File: src/rtl/jedro_1_pkg.sv
// Shared types and constants for the jedro_1 instruction fetch path.
package jedro_1_pkg;

  // Prefetch sequencer states: a single idle cycle after reset, then fetching.
  typedef enum logic {
    BOOT = 1'b0,
    RUN  = 1'b1
  } prefetch_state_e;

  // Canonical RISC-V NOP (addi x0, x0, 0), used by the decoder for bubbles.
  localparam logic [31:0] NOP = 32'h0000_0013;

  // One buffered fetch: the instruction word together with its address.
  typedef struct packed {
    logic [31:0] pc;
    logic [31:0] instr;
  } fifo_entry_t;

endpackage

File: src/rtl/jedro_1_fifo.sv
// Small synchronous FIFO with a clear that overrides push and pop.
module jedro_1_fifo #(
  parameter int DEPTH = 4,
  parameter int WIDTH = 64
) (
  input  logic                     clk_i,
  input  logic                     rstn_i,
  input  logic                     clear_i,
  input  logic                     push_i,
  input  logic                     pop_i,
  input  logic [WIDTH-1:0]         data_i,
  output logic [WIDTH-1:0]         data_o,
  output logic                     full_o,
  output logic                     empty_o,
  output logic [$clog2(DEPTH):0]   count_o
);

  localparam int PW = $clog2(DEPTH);
  localparam int CW = PW + 1;
  localparam logic [CW-1:0] DEPTH_V = CW'(DEPTH);

  logic [WIDTH-1:0] mem_q [DEPTH];
  logic [PW-1:0]    wr_ptr_q;
  logic [PW-1:0]    rd_ptr_q;
  logic [CW-1:0]    count_q;
  logic             do_push;
  logic             do_pop;

  assign full_o  = (count_q == DEPTH_V);
  assign empty_o = (count_q == '0);
  assign count_o = count_q;
  assign data_o  = mem_q[rd_ptr_q];

  // A pop needs data; a push needs room, which a simultaneous pop provides.
  assign do_pop  = pop_i & ~empty_o;
  assign do_push = push_i & (~full_o | do_pop);

  // Storage array; contents are don't-care until the pointers say otherwise.
  always_ff @(posedge clk_i) begin
    if (do_push) begin
      mem_q[wr_ptr_q] <= data_i;
    end
  end

  // Pointer and occupancy bookkeeping; clear empties the FIFO outright.
  always_ff @(posedge clk_i) begin
    if (!rstn_i || clear_i) begin
      wr_ptr_q <= '0;
      rd_ptr_q <= '0;
      count_q  <= '0;
    end else begin
      if (do_push) wr_ptr_q <= wr_ptr_q + PW'(1);
      if (do_pop)  rd_ptr_q <= rd_ptr_q + PW'(1);
      if (do_push && !do_pop) begin
        count_q <= count_q + CW'(1);
      end else if (!do_push && do_pop) begin
        count_q <= count_q - CW'(1);
      end
    end
  end

endmodule

File: src/rtl/jedro_1_prefetch.sv
// Instruction prefetcher: issues sequential ROM reads, absorbs the one-cycle
// read latency and buffers {pc, instr} pairs for the decoder.
module jedro_1_prefetch
  import jedro_1_pkg::*;
#(
  parameter int                    DATA_WIDTH = 32,
  parameter int                    ADDR_WIDTH = 32,
  parameter logic [ADDR_WIDTH-1:0] BOOT_ADDR  = '0,
  parameter int                    FIFO_DEPTH = 4
) (
  input  logic                  clk_i,
  input  logic                  rstn_i,
  output logic                  imem_en_o,
  output logic [ADDR_WIDTH-1:0] imem_addr_o,
  input  logic [DATA_WIDTH-1:0] imem_rdata_i,
  input  logic                  jmp_i,
  input  logic [ADDR_WIDTH-1:0] jmp_addr_i,
  output logic [DATA_WIDTH-1:0] instr_o,
  output logic [ADDR_WIDTH-1:0] pc_o,
  output logic                  instr_valid_o,
  input  logic                  instr_ready_i
);

  localparam int EW = ADDR_WIDTH + DATA_WIDTH;
  localparam int CW = $clog2(FIFO_DEPTH) + 1;
  localparam logic [CW:0] DEPTH_V = (CW+1)'(FIFO_DEPTH);

  prefetch_state_e       state_q, state_d;
  logic [ADDR_WIDTH-1:0] pc_q, pc_d;
  logic [ADDR_WIDTH-1:0] rsp_pc_q, rsp_pc_d;
  logic                  inflight_q, inflight_d;
  logic [EW-1:0]         last_q, last_d;

  logic [EW-1:0]         head;
  logic                  fifo_full;
  logic                  fifo_empty;
  logic [CW-1:0]         fifo_count;
  logic [CW:0]           pending;
  logic                  req;
  logic                  push;
  logic                  pop;
  logic                  unused_jmp_lsb;

  assign unused_jmp_lsb = ^jmp_addr_i[1:0];

  // The ROM port depends only on registered state, so jmp_i and
  // instr_ready_i never reach imem_en_o combinationally. A read that
  // coincides with a jump is simply never marked in flight, so its data
  // is ignored on the following cycle.
  assign imem_en_o   = req;
  assign imem_addr_o = req ? pc_q : '0;

  assign push          = inflight_q & ~fifo_full;
  assign pop           = instr_valid_o & instr_ready_i & ~jmp_i;
  assign instr_valid_o = ~fifo_empty;
  assign {pc_o, instr_o} = fifo_empty ? last_q : head;

  // Next-state logic: credit-based request issue, PC advance and redirect.
  always_comb begin
    state_d    = state_q;
    pc_d       = pc_q;
    rsp_pc_d   = rsp_pc_q;
    inflight_d = 1'b0;
    last_d     = last_q;
    req        = 1'b0;
    pending    = {1'b0, fifo_count} + (CW+1)'(inflight_q);

    case (state_q)
      BOOT:    state_d = RUN;
      RUN:     req = (pending < DEPTH_V);
      default: state_d = BOOT;
    endcase

    if (req && !jmp_i) begin
      inflight_d = 1'b1;
      rsp_pc_d   = pc_q;
      pc_d       = pc_q + ADDR_WIDTH'(4);
    end

    if (jmp_i) begin
      pc_d = {jmp_addr_i[ADDR_WIDTH-1:2], 2'b00};
    end

    if (!fifo_empty) begin
      last_d = head;
    end
  end

  // State register with synchronous active-low reset.
  always_ff @(posedge clk_i) begin
    if (!rstn_i) begin
      state_q    <= BOOT;
      pc_q       <= {BOOT_ADDR[ADDR_WIDTH-1:2], 2'b00};
      rsp_pc_q   <= '0;
      inflight_q <= 1'b0;
      last_q     <= '0;
    end else begin
      state_q    <= state_d;
      pc_q       <= pc_d;
      rsp_pc_q   <= rsp_pc_d;
      inflight_q <= inflight_d;
      last_q     <= last_d;
    end
  end

  jedro_1_fifo #(
    .DEPTH (FIFO_DEPTH),
    .WIDTH (EW)
  ) u_fifo (
    .clk_i   (clk_i),
    .rstn_i  (rstn_i),
    .clear_i (jmp_i),
    .push_i  (push),
    .pop_i   (pop),
    .data_i  ({rsp_pc_q, imem_rdata_i}),
    .data_o  (head),
    .full_o  (fifo_full),
    .empty_o (fifo_empty),
    .count_o (fifo_count)
  );

endmodule

File: config.mk
export PLATFORM = sky130hd
export DESIGN_NAME = jedro_1_prefetch
export DESIGN_NICKNAME = d
export VERILOG_FILES = /design/src/rtl/jedro_1_pkg.sv /design/src/rtl/jedro_1_fifo.sv /design/src/rtl/jedro_1_prefetch.sv
export SDC_FILE = /design/constraint.sdc
export NUM_CORES = 1
export LEC_CHECK = 0
export ABC_AREA = 1
export BUFFER_PORTS_ARGS = -buffer_cell sky130_fd_sc_hd__buf_4
export CAP_MARGIN = 20
export CORE_MARGIN = 2
export CORE_UTILIZATION = 58
export DETAILED_ROUTE_END_ITERATION = 10
export PLACE_DENSITY = 0.79
export SLEW_MARGIN = 20
export SYNTH_ARGS = -nofsm -noshare
export SYNTH_HDL_FRONTEND = slang
export SYNTH_SLANG_ARGS = --single-unit
File: constraint.sdc
create_clock -name clk_i -period 4.7 [get_ports clk_i]
set_input_delay 0.47 -clock clk_i [delete_from_list [all_inputs] [get_ports clk_i]]
set_output_delay 0.47 -clock clk_i [all_outputs]
set_load 0.005 [all_outputs]
==> results.sh <==
export IMPL_pre_cts_slack_ns=1.844
export IMPL_cts_buffers_inserted=38
export IMPL_grt_max_degree=125
export IMPL_final_nets=1711
export IMPL_report_final_slew_viol_count=0
export IMPL_slowest_stage="inv_4"
export IMPL_rsz0062_at_grt="no"
export IMPL_core_rowCount=59
export IMPL_most_common_layout_cells="292 x nand2_1, 289 x nor2_1, 248 x edfxtp_1, 174 x buf_4, 133 x dfxtp_1"
export IMPL_power_density_mw_per_mm2=405.8
export IMPL_numPortBuffers=161
export IMPL_drive_gt1_frac=0.1562
export IMPL_die_w_um=166.6
export IMPL_synth_distinct_cells=36
export IMPL_finalWorstSetupSlack_ns=1.330
export IMPL_tightest_slew_ns=1.008
export IMPL_layout_commonest_cell="nand2_1"
export IMPL_routed_wl_um=33360
export IMPL_synthCells=1504
export IMPL_grtUsageTotal=0.2394
export IMPL_dr_pass1_iters=5
export IMPL_ys_seq_area_frac=0.6619
export IMPL_status="complete, no violations"
export IMPL_avgRoutedWirePerCell_um=16.68
export IMPL_wl_met2_um=15980
export IMPL_cp_end_kind="output pin"
export IMPL_startpoint_type="flop"
export IMPL_drc=0
export IMPL_cts_sinks=383
export IMPL_cp_arrival_ns=2.90
export IMPL_area_delta_synth_final_pct=17.76
export IMPL_place_congestion=0.8577
export IMPL_cts_tree="yes"
export IMPL_core_mm2=0.02598
export IMPL_hpwl_um=19670
export IMPL_crit_type="flop to output pin"
export IMPL_holdBufCountCts=0
export IMPL_hp_class="input pin to flop"
export IMPL_cpLargestDelayFamily="buffers and inverters"
export IMPL_drv_cap=0
export IMPL_relSlewSlack=0.3264
export IMPL_antenna_found_initial=0
export IMPL_async_flop_share=0
export IMPL_vdd_ir_drop_max_mv=0.3433
export IMPL_overflow=0
export IMPL_stdcell_area_mm2=0.01806
export IMPL_highest_layer="met4"
export IMPL_route_met3_wl_um=2340
export IMPL_clockBufferDepth=3
export IMPL_timing_final_crit_period_ns=3.370
export IMPL_ios=166
export IMPL_syn_area_per_cell_um2=10.20
export IMPL_diodes=0
export IMPL_cts_resized=0
export IMPL_netlist_area_leader_share=0.4857
export IMPL_drt_met1_wl_um=14440
export IMPL_viasPerCell=5.539
export IMPL_yosys_top_cells_area="edfxtp_1 49%, dfxtp_1 18%, nor2_1 7.2%"
export IMPL_htreeDepth=2
export IMPL_vias=11080
export IMPL_multiInputGateArea_mm2=0.004508
export IMPL_fmax_ghz=0.2967
export IMPL_cp_max_fo=86
export IMPL_ys_ff_latch=383
export IMPL_dieHeight_um=166.6
export IMPL_finalCritPeriodShare=0.7171
export IMPL_setup_viol=0
export IMPL_syn_area_mm2=0.01533
export IMPL_yosysWarningCount=0
export IMPL_yosys_area_top_type="edfxtp_1"
export IMPL_required_ns=4.23
export IMPL_grt_pass1_wl_um=53830
export IMPL_synth_flop_cell="edfxtp_1"
export IMPL_dp_cells=1930
export IMPL_initial_utilization=0.5901
export IMPL_final_hold_violation_count=0
export IMPL_seq_area_mm2=0.01016
export IMPL_grt_pass1_vias=10830
export IMPL_placed_area_mm2=0.01672
export IMPL_crit_chain="inv_4 -> buf_4 -> nor2_1 -> o32ai_1 -> nand2_1 -> nand2_1 -> buf_4"
export IMPL_synth_edf_count=248
export IMPL_die_area_mm2=0.02775
export IMPL_clkLatencyLatePin_ns=0.51
export IMPL_final_cells=2000
export IMPL_ant_nets=0
export IMPL_slowest_delay_ns=0.71
export IMPL_fillers=1895
export IMPL_cts_root_buf="clkbuf_16"
export IMPL_leakagePower_nw=7.007
export IMPL_postCtsSetupBuffers=0
export IMPL_dr_first_iter_drc_count=937
export IMPL_fin_setup_tns_ns=0
export IMPL_crit_buf_inv=3
export IMPL_clock_skew_ns=0.009946
export IMPL_clkTransAtPathRegs_ns=0.06
==> flip-flops by register name (all words and copies together) (netlist names), named ones only <==
name and flops:
u_fifo.mem_q 248, last_q 64, pc_q 30, rsp_pc_q 30, u_fifo.count_o 3, u_fifo.rd_ptr_q 2, u_fifo.wr_ptr_q 2, inflight_q 1
state_q 1
==> cell usage after synthesis, types with 6 or more instances <==
cell,instances
nor2_1,293
nand2_1,292
edfxtp_1,248
dfxtp_1,135
o21ai_0,107
a21oi_1,81
inv_1,75
o32ai_1,62
nand3_1,42
clkbuf_1,38
buf_2,29
o21ai_1,20
buf_4,11
xor2_1,10
nor3_1,8
ha_1,6
nand3b_1,6
==> per-layer routing <==
metal	GRT usage	up-vias
li1	-	5406
met2	0.4014	410
met4	0.06447	0
met3	0.04230	50
met1	0.3258	5212
met5	0	-
==> layout make-up <==
class                      count  area share
multi-input combinational    956      0.2497
clock buffer                  50     0.06028
tap                          335     0.02321
timing repair buffer         176     0.07497
clock inverter                19     0.01240
inverter                      81     0.01698
sequential                   383      0.5625
==> through the flow <==
| step | total power [W] | util | hold WS, ns |
|---|---|---|---|
| 2_1_floorplan | 0.004031 | - | 0.4246 |
| 3_3_place_gp | 0.004252 | 0.6433 | 0.4332 |
| 3_5_place_dp | 0.004267 | 0.6433 | 0.4344 |
| 4_1_cts | 0.007373 | 0.6939 | 0.1344 |
| 5_1_grt | 0.007573 | 0.6949 | 0.1313 |
| 6_report | 0.007327 | 0.6949 | 0.1543 |
==> worst reg2reg max path, stage by stage (launching register included) <==
cell and delay, ns:
dfxtp_1 0.40, nor3_4 0.21, buf_4 0.66, nor2_1 0.19
inv_1 0.11, ha_1 0.16, inv_1 0.07, fa_1 0.38
nor2_1 0.12, nor2_1 0.05, nand2_1 0.07, o21ai_0 0.08
a21oi_1 0.14
==> kinds of logic after synthesis <==
group | synth area share
buf+inv | 0.04627
other cells | 0.0002446
fa+ha+maj | 0.006201
compound gates | 0.1071
xor+xnor | 0.005712
simple gates | 0.1726
flops | 0.6619
==> power breakdown <==
part	internal [W]	switching [W]
clock	0.00191	0.00122
sequential	0.00366	0.0000515
combinational	0.000203	0.000285
==> worst paths after layout <==
kind	from	slack, ns	cells after the start	end
setup / recovery	flop	1.33	7	pc_o[17]
hold / removal	imem_rdata_i[4]	0.15	1	u_fifo.mem_q[3][4]$_DFFE_PP_
setup reg to reg	u_fifo.count_o[0]$_SDFFE_PP0P_	2.01	12	u_fifo.count_o[2]$_SDFFE_PP0P_
hold reg to reg	last_q[32]$_SDFF_PN0_	0.44	2	last_q[32]$_SDFF_PN0_
Note: power is estimated with default switching activity, not from simulation.
